File: config.mk
export PLATFORM = sky130hd
export DESIGN_NAME = sparse_stream_fifo_flat
export DESIGN_NICKNAME = d
export VERILOG_FILES = /design/src/rtl/dnn_pkg.sv /design/src/rtl/sparse_stream_fifo_if.sv /design/src/rtl/sparse_fifo_ram.sv /design/src/rtl/sparse_stream_fifo.sv /design/src/flat_wrapper.sv
export SDC_FILE = /design/constraint.sdc
export NUM_CORES = 1
export LEC_CHECK = 0
export CAP_MARGIN = 5
export CORE_ASPECT_RATIO = 1.25
export CORE_UTILIZATION = 55
export DETAILED_ROUTE_END_ITERATION = 12
export GPL_TIMING_DRIVEN = 0
export PLACE_DENSITY = 0.79
export SLEW_MARGIN = 20
export SYNTH_ARGS = -nofsm -noshare
export SYNTH_HDL_FRONTEND = slang
export SYNTH_SLANG_ARGS = --single-unit
export TNS_END_PERCENT = 50
File: constraint.sdc
create_clock -name clk -period 6.7 [get_ports clk]
set_clock_uncertainty 0.2 [all_clocks]
set_input_delay 1.34 -clock clk [delete_from_list [all_inputs] [get_ports clk]]
set_output_delay 1.34 -clock clk [all_outputs]
set_load 0.02 [all_outputs]
File: src/rtl/dnn_pkg.sv
// rtl/dnn_pkg.sv - shared widths, head-fill select enum and wrap-increment helper for the sparse DNN datapath
package dnn_pkg;

    // Default field widths shared with the MAC array and the fetch stage.
    localparam int D_WIDTH_DEF = 16;
    localparam int I_WIDTH_DEF = 4;

    // Widest RAM pointer needed: DEPTH <= 1024 gives at most 1023 RAM entries.
    localparam int PTR_MAX_W = 10;

    // Source for the head (output) register on a given cycle.
    typedef enum logic [1:0] {
        HEAD_HOLD   = 2'd0,
        HEAD_BYPASS = 2'd1,
        HEAD_RAM    = 2'd2,
        HEAD_EMPTY  = 2'd3
    } head_sel_e;

    // Pointer increment that wraps from 'last' back to 0 by compare, so
    // RAM depths that are not powers of two work.
    function automatic logic [PTR_MAX_W-1:0] ptr_inc(
        input logic [PTR_MAX_W-1:0] ptr,
        input logic [PTR_MAX_W-1:0] last
    );
        return (ptr == last) ? '0 : ptr + 1'b1;
    endfunction

endpackage

File: src/rtl/sparse_stream_fifo_if.sv
// rtl/sparse_stream_fifo_if.sv - handshake/status bundle between producer, FIFO and consumer
//
// Signals:
//   flush                                    synchronous clear request
//   in_valid / in_ready / in_data / in_index  producer side
//   out_valid / out_ready / out_data / out_index  consumer side
//   count, almost_full                       occupancy status
// Modports: slave = the FIFO, master = the environment driving it.
interface sparse_stream_fifo_if
    import dnn_pkg::*;
#(
    parameter int D_WIDTH = D_WIDTH_DEF,
    parameter int I_WIDTH = I_WIDTH_DEF,
    parameter int DEPTH   = 16
);
    localparam int CNT_W = $clog2(DEPTH + 1);

    logic               flush;
    logic               in_valid;
    logic               in_ready;
    logic [D_WIDTH-1:0] in_data;
    logic [I_WIDTH-1:0] in_index;
    logic               out_valid;
    logic               out_ready;
    logic [D_WIDTH-1:0] out_data;
    logic [I_WIDTH-1:0] out_index;
    logic [CNT_W-1:0]   count;
    logic               almost_full;

    modport slave (
        input  flush, in_valid, in_data, in_index, out_ready,
        output in_ready, out_valid, out_data, out_index, count, almost_full
    );

    modport master (
        output flush, in_valid, in_data, in_index, out_ready,
        input  in_ready, out_valid, out_data, out_index, count, almost_full
    );

endinterface

File: src/rtl/sparse_fifo_ram.sv
// rtl/sparse_fifo_ram.sv - simple dual-port RAM, synchronous write, asynchronous read
//
// Ports:
//   clk    in   write clock
//   we     in   write enable
//   waddr  in   write address
//   wdata  in   write data
//   raddr  in   read address
//   rdata  out  read data (combinational from raddr)
// Kept as a separate block so a vendor RAM macro can be dropped in.
module sparse_fifo_ram #(
    parameter int WIDTH = 20,
    parameter int DEPTH = 15,
    parameter int AW    = 4
) (
    input  logic             clk,
    input  logic             we,
    input  logic [AW-1:0]    waddr,
    input  logic [WIDTH-1:0] wdata,
    input  logic [AW-1:0]    raddr,
    output logic [WIDTH-1:0] rdata
);

    logic [WIDTH-1:0] mem [DEPTH];

    always_ff @(posedge clk) begin
        if (we) begin
            mem[waddr] <= wdata;
        end
    end

    assign rdata = mem[raddr];

endmodule

File: src/rtl/sparse_stream_fifo.sv
// rtl/sparse_stream_fifo.sv - first-word-fall-through {data, index} FIFO with registered head, count and watermark
//
// Ports:
//   clk  in   clock, rising edge
//   rst  in   asynchronous active-low reset
//   bus  slave modport of sparse_stream_fifo_if (handshakes, flush, count, almost_full)
// Storage is the head register plus DEPTH-1 RAM entries; count covers both.
module sparse_stream_fifo
    import dnn_pkg::*;
#(
    parameter int D_WIDTH  = D_WIDTH_DEF,
    parameter int I_WIDTH  = I_WIDTH_DEF,
    parameter int DEPTH    = 16,
    parameter int AFULL_TH = DEPTH - 2
) (
    input  logic                 clk,
    input  logic                 rst,
    sparse_stream_fifo_if.slave  bus
);

    localparam int CNT_W    = $clog2(DEPTH + 1);
    localparam int RAM_D    = DEPTH - 1;
    localparam int PTR_W    = (RAM_D > 1) ? $clog2(RAM_D) : 1;
    localparam int E_WIDTH  = D_WIDTH + I_WIDTH;
    localparam logic [PTR_MAX_W-1:0] PTR_LAST = PTR_MAX_W'(RAM_D - 1);

    logic [PTR_W-1:0]   rd_ptr;
    logic [PTR_W-1:0]   wr_ptr;
    logic [PTR_W-1:0]   rd_ptr_inc;
    logic [PTR_W-1:0]   wr_ptr_inc;
    logic [E_WIDTH-1:0] ram_rdata;
    logic [CNT_W-1:0]   ram_cnt;
    logic [CNT_W-1:0]   count_next;
    logic               ram_empty;
    logic               push;
    logic               pop;
    logic               head_free;
    logic               ram_we;
    head_sel_e          head_sel;

    assign push      = bus.in_valid & bus.in_ready;
    assign pop       = bus.out_valid & bus.out_ready;
    assign head_free = ~bus.out_valid | pop;

    // Whatever is not in the head register lives in the RAM.
    assign ram_cnt   = bus.count - CNT_W'(bus.out_valid);
    assign ram_empty = (ram_cnt == '0);

    assign rd_ptr_inc = PTR_W'(ptr_inc(PTR_MAX_W'(rd_ptr), PTR_LAST));
    assign wr_ptr_inc = PTR_W'(ptr_inc(PTR_MAX_W'(wr_ptr), PTR_LAST));

    always_comb begin
        head_sel   = HEAD_HOLD;
        ram_we     = 1'b0;
        count_next = bus.count + CNT_W'(push) - CNT_W'(pop);
        if (bus.flush) begin
            head_sel   = HEAD_EMPTY;
            count_next = '0;
        end else begin
            if (pop && !ram_empty) begin
                head_sel = HEAD_RAM;
            end else if (push && head_free && ram_empty) begin
                // Empty (or emptying) FIFO: skip the RAM so latency stays at 1 cycle.
                head_sel = HEAD_BYPASS;
            end else if (pop) begin
                head_sel = HEAD_EMPTY;
            end
            ram_we = push && (head_sel != HEAD_BYPASS);
        end
    end

    sparse_fifo_ram #(
        .WIDTH (E_WIDTH),
        .DEPTH (RAM_D),
        .AW    (PTR_W)
    ) u_ram (
        .clk   (clk),
        .we    (ram_we),
        .waddr (wr_ptr),
        .wdata ({bus.in_data, bus.in_index}),
        .raddr (rd_ptr),
        .rdata (ram_rdata)
    );

    always_ff @(posedge clk or negedge rst) begin
        if (!rst) begin
            bus.in_ready    <= 1'b1;
            bus.out_valid   <= 1'b0;
            bus.out_data    <= '0;
            bus.out_index   <= '0;
            bus.count       <= '0;
            bus.almost_full <= (AFULL_TH == 0);
            rd_ptr          <= '0;
            wr_ptr          <= '0;
        end else begin
            bus.count       <= count_next;
            // Flags come from the next count so they stay registered yet exact.
            bus.in_ready    <= (count_next != CNT_W'(DEPTH));
            bus.almost_full <= (count_next >= CNT_W'(AFULL_TH));

            if (bus.flush) begin
                rd_ptr <= '0;
                wr_ptr <= '0;
            end else begin
                if (ram_we) begin
                    wr_ptr <= wr_ptr_inc;
                end
                if (head_sel == HEAD_RAM) begin
                    rd_ptr <= rd_ptr_inc;
                end
            end

            // Head data is left untouched on empty/flush; only out_valid drops.
            case (head_sel)
                HEAD_BYPASS: begin
                    bus.out_valid <= 1'b1;
                    bus.out_data  <= bus.in_data;
                    bus.out_index <= bus.in_index;
                end
                HEAD_RAM: begin
                    bus.out_valid <= 1'b1;
                    {bus.out_data, bus.out_index} <= ram_rdata;
                end
                HEAD_EMPTY: begin
                    bus.out_valid <= 1'b0;
                end
                default: begin
                end
            endcase
        end
    end

endmodule

File: src/flat_wrapper.sv
// flat-port wrapper written by rule: the top's interface ports become plain ports
module sparse_stream_fifo_flat import dnn_pkg::*;
#(
    parameter int D_WIDTH  = D_WIDTH_DEF,
    parameter int I_WIDTH  = I_WIDTH_DEF,
    parameter int DEPTH    = 16,
    parameter int AFULL_TH = DEPTH - 2
)
  (clk, rst, bus_flush, bus_in_valid, bus_in_data, bus_in_index, bus_out_ready, bus_in_ready, bus_out_valid, bus_out_data, bus_out_index, bus_count, bus_almost_full);
  sparse_stream_fifo_if #(.D_WIDTH(D_WIDTH), .I_WIDTH(I_WIDTH), .DEPTH(DEPTH)) bus_i ();
  input  logic clk;
  input  logic rst;
  input wire logic [$bits(bus_i.flush)-1:0] bus_flush;
  input wire logic [$bits(bus_i.in_valid)-1:0] bus_in_valid;
  input wire logic [$bits(bus_i.in_data)-1:0] bus_in_data;
  input wire logic [$bits(bus_i.in_index)-1:0] bus_in_index;
  input wire logic [$bits(bus_i.out_ready)-1:0] bus_out_ready;
  output wire logic [$bits(bus_i.in_ready)-1:0] bus_in_ready;
  output wire logic [$bits(bus_i.out_valid)-1:0] bus_out_valid;
  output wire logic [$bits(bus_i.out_data)-1:0] bus_out_data;
  output wire logic [$bits(bus_i.out_index)-1:0] bus_out_index;
  output wire logic [$bits(bus_i.count)-1:0] bus_count;
  output wire logic [$bits(bus_i.almost_full)-1:0] bus_almost_full;
  assign bus_i.flush = bus_flush;
  assign bus_i.in_valid = bus_in_valid;
  assign bus_i.in_data = bus_in_data;
  assign bus_i.in_index = bus_in_index;
  assign bus_i.out_ready = bus_out_ready;
  assign bus_in_ready = bus_i.in_ready;
  assign bus_out_valid = bus_i.out_valid;
  assign bus_out_data = bus_i.out_data;
  assign bus_out_index = bus_i.out_index;
  assign bus_count = bus_i.count;
  assign bus_almost_full = bus_i.almost_full;
  sparse_stream_fifo #(.D_WIDTH(D_WIDTH), .I_WIDTH(I_WIDTH), .DEPTH(DEPTH), .AFULL_TH(AFULL_TH)) u_core (.clk(clk), .rst(rst), .bus(bus_i));
endmodule
==> metrics list <==
- In this run the deepest clock path goes through 3 buffers.
- In the post-synthesis netlist, the biggest area contributors are edfxtp_1, mux4_2, dfrtp_1, a21oi_1, mux2i_1.
* Die height: 177 µm
- The first TritonRoute pass finished after 5 iterations.
- Clock tree from TritonCTS: built
* Lkg Pwr: 0.00519 µW
* Overall die width: 142 µm
- For this configuration, the core starts out at a cell density of 0.565.
* Max-cap viol count: 0
* RSZ-0062 raised after global routing: no
* Hold Path Class: reg2reg
- Share of cell area taken by muxes after synthesis: 0.132
* Highest clock frequency the design can meet: 262 MHz
- The number of placed instances, taps included, is 1180.
- After synthesis, the largest family of logic cells by area is multiplexers.
* # H-tree levels: 1
- The max-slew violation total from the final report was 0.
* Simple-gate portion of the synthesized area: 0.0470
- Last weighted congestion value of the routability-driven placer: 0.782
* Worst max-slew margin expressed relative to the limit: 0.350
- Number of hold-slack violations in the final timing report: 0
- Clock Pin Slew Worst Setup and Hold Paths: 0.06 ns
* Max FO, Critical Path: 10
- Average wire per cell in the routed design: 25.0 µm
- Leaving out fill and tap cells, the most frequent cell in the layout is edfxtp_1.
- The cell area that synthesis handed to floorplanning was 13500 µm².
* Fraction of the mapped netlist area in compound gates: 0.0540
* Number of synthesized flops with an enable pin: 300
- At the pin with the least slew margin, the transition time is 0.973 ns.
- For the worst setup path, the data required time is 6.98 ns.
- Cell area power density: 315 nW/µm²
- Vias in the first global route: 7852
* Count of buffers added by post-CTS timing repair for setup: 0
- Most instantiated flip-flop cell in the synthesis netlist: edfxtp_1
- Number of storage elements in the synthesis netlist: 336
- Input and output buffers added on the ports amount to 51.
- After detailed placement, the total cell area comes to 14900 µm².
* DRT Wirelength: 30.9 mm
- For this run, the post-layout net count is 926.
- Overall power consumption after layout is estimated at 4990 µW.
* Number of distinct library cells after synthesis: 48
* Crit path time final: 3.82 ns
- Row count: 63
* Setup-failing EPs final: 0
- The tree is rooted in a clkbuf_16.
- Averaged over all synthesized cells, the footprint is 17.6 µm².
- In this run, post-CTS repair resized a total of 0 instances.
- Area Overhead vs Synth: 17.0%
- Of the total synthesized cell area, the portion taken by XOR and XNOR cells is 0.00129.
- Met1 usage in global routing: 0.329
- CTS saw 336 sinks.
- Fraction of the cycle the final worst path needs: 0.571
- After detailed routing, the number of remaining DRC violations is 0.
- Synth Net Count: 809
- In the global route stage, met3 resource usage came out at 0.0397.
- Maximum number of pins on one net before global-route repair: 26
- The worst setup path is captured at a register.
- Global routing finished with a remaining overflow of 0.
* Sequential fraction of the synthesis area: 0.733
- Arrival time reported for the critical path endpoint: 4.10 ns
* GRT Max-Usage Layer: met2
* Global-route usage over all layers: 0.257
- Total inserted antenna cells: 0
- Post-synthesis share of cell area spent on full adders, half adders and majority gates: 0.0135
- The detailed router finished its first iteration with 779 violations.
* Worst voltage drop across the vdd grid: 268 µV
* Global-route wire length before repair: 46.5 mm
* Routed vias: 7659
* Status: completed
- In the layout the commonest cells are edfxtp_1, mux4_2, nor2_1, a21oi_1, clkdlybuf4s50_1.
- Antenna violations before repair: 1
- At the later pin of the worst-skew pair, clock insertion delay measures 0.55 ns.
- Once detail routing completed, the nets flagged for antenna violations numbered 0.
- Area fraction of the dominant cell type after synthesis: 0.666
- Final std cell area, no fill: 15800 µm²
- Detailed placement ended at an HPWL of 20.3 mm.
- Final standard cell count with taps included and fillers excluded: 1234
* Share of flip-flops with an asynchronous set or reset after synthesis: 0.107
- The critical path is of the in2reg type.
- During synthesis, Yosys emitted a total of 0 warnings.
* Die Outline Area: 25200 µm²
* Critical Path Source Type: primary input
- Fraction of layout instances using a drive strength above 1: 0.199
* Count of pins on the block boundary: 53
- Floorplan core area: 24000 µm²
- Post-Syn Instances: 770
* Number of buffers inserted by hold repair at cts: 0
- Detailed-route vias per instance: 6.21
- For this run, global-route usage on met2 was measured as 0.440.
- Number of clock buffers inserted by TritonCTS: 30
* Yosys top cell by area: edfxtp_1
## routing by layer
layer  share of wire  wire length, µm
met3           0.070             2170
met2            0.52            15900
met5               0                0
met4           0.038             1170
met1            0.38            11600
## per-stage QoR
step	setup slack, ns	TNS (ns)	utilization	hold WS (ns)
after global routing	2.76	0	0.660	0.414
after CTS	2.86	0	0.660	0.387
after floorplan	2.26	0	-	0.364
after global placement	-0.710	-27.18	0.603	0.361
after detailed placement	2.31	0	0.623	0.366
final	2.88	0	0.660	0.378
## kinds of logic (layout without fill, tap and decap cells)
family,after synthesis,after routing
muxes,98,98
DFF,336,336
buffers and inverters,58,197
AOI/OAI and AO/OA,119,119
xor gates and xnor gates,2,2
adders and majority gates,14,14
and+or+nand+nor,143,143
## power by group
group / switching (µW) / internal [µW] / total [µW]
logic: 519 / 408 / 927
clock network: 709 / 879 / 1590
registers: 79.2 / 2400 / 2470
## worst max-delay path: stages
cell	delay (ns)
clkdlybuf4s50_1	0.46
nand2_1	0.08
inv_1	0.14
a21oi_1	0.10
or2_2	0.30
ha_1	0.30
clkbuf_1	0.30
clkbuf_1	0.58
nor2_1	0.10
a21oi_1	0.19
o211a_1	0.20
## cells in the mapped netlist, types with 2 or more instances
cell type	count
mux2i_1	26
xor2_1	2
o221ai_1	2
buf_4	6
nand2_1	35
or3_1	3
edfxtp_1	300
ha_1	13
nor3_1	10
nor2_1	66
nor4_1	2
mux2_2	9
a31oi_1	3
mux4_2	63
buf_1	5
or2_2	2
clkbuf_1	21
buf_6	3
buf_2	7
inv_1	15
a311oi_1	2
a21oi_1	56
nor2b_1	8
o211ai_1	2
nand3_1	3
o21ai_0	24
dfrtp_1	35
and2_1	3
o31ai_1	2
a211oi_1	5
o211a_1	8
nand2b_1	7
a22oi_1	6
o21bai_1	2
## area by class of cell
cell class,instances,area [µm²]
clock inverters,9,45.0
clock buffers,45,858
multi-input cells,376,3440
well taps,325,407
flip-flops and latches,336,9910
repair buffers,85,892
fillers,1590,8140
plain buffers,42,211
inverters,16,60.1
## registers in the layout, indices dropped and copies added (netlist names)
name                    count
u_core.bus.out_index        4
u_core.rd_ptr               4
u_core.bus.in_ready         1
u_core.wr_ptr               4
u_core.bus.count            5
u_core.bus.out_data        16
u_core.u_ram.mem          300
u_core.bus.almost_full      1
u_core.bus.out_valid        1
## path summary, 6_finish.rpt
check,startpoint,slack (ns),cells after the start,end
min in group asynchronous,rst,0.48,1,u_core.bus.almost_full$_DFF_PN0_
min reg2reg,u_core.bus.out_data[10]$_DFFE_PN0P_,0.38,2,u_core.bus.out_data[10]$_DFFE_PN0P_
max,bus_in_valid,2.88,11,u_core.bus.out_index[1]$_DFFE_PN0P_
min,u_core.bus.out_data[10]$_DFFE_PN0P_,0.38,2,u_core.bus.out_data[10]$_DFFE_PN0P_
max reg2reg,u_core.bus.count[2]$_DFF_PN0_,3.13,14,u_core.bus.out_index[1]$_DFFE_PN0P_
max in group asynchronous,rst,5.33,2,u_core.bus.out_index[3]$_DFFE_PN0P_
Note: power is estimated with default switching activity, not from simulation.
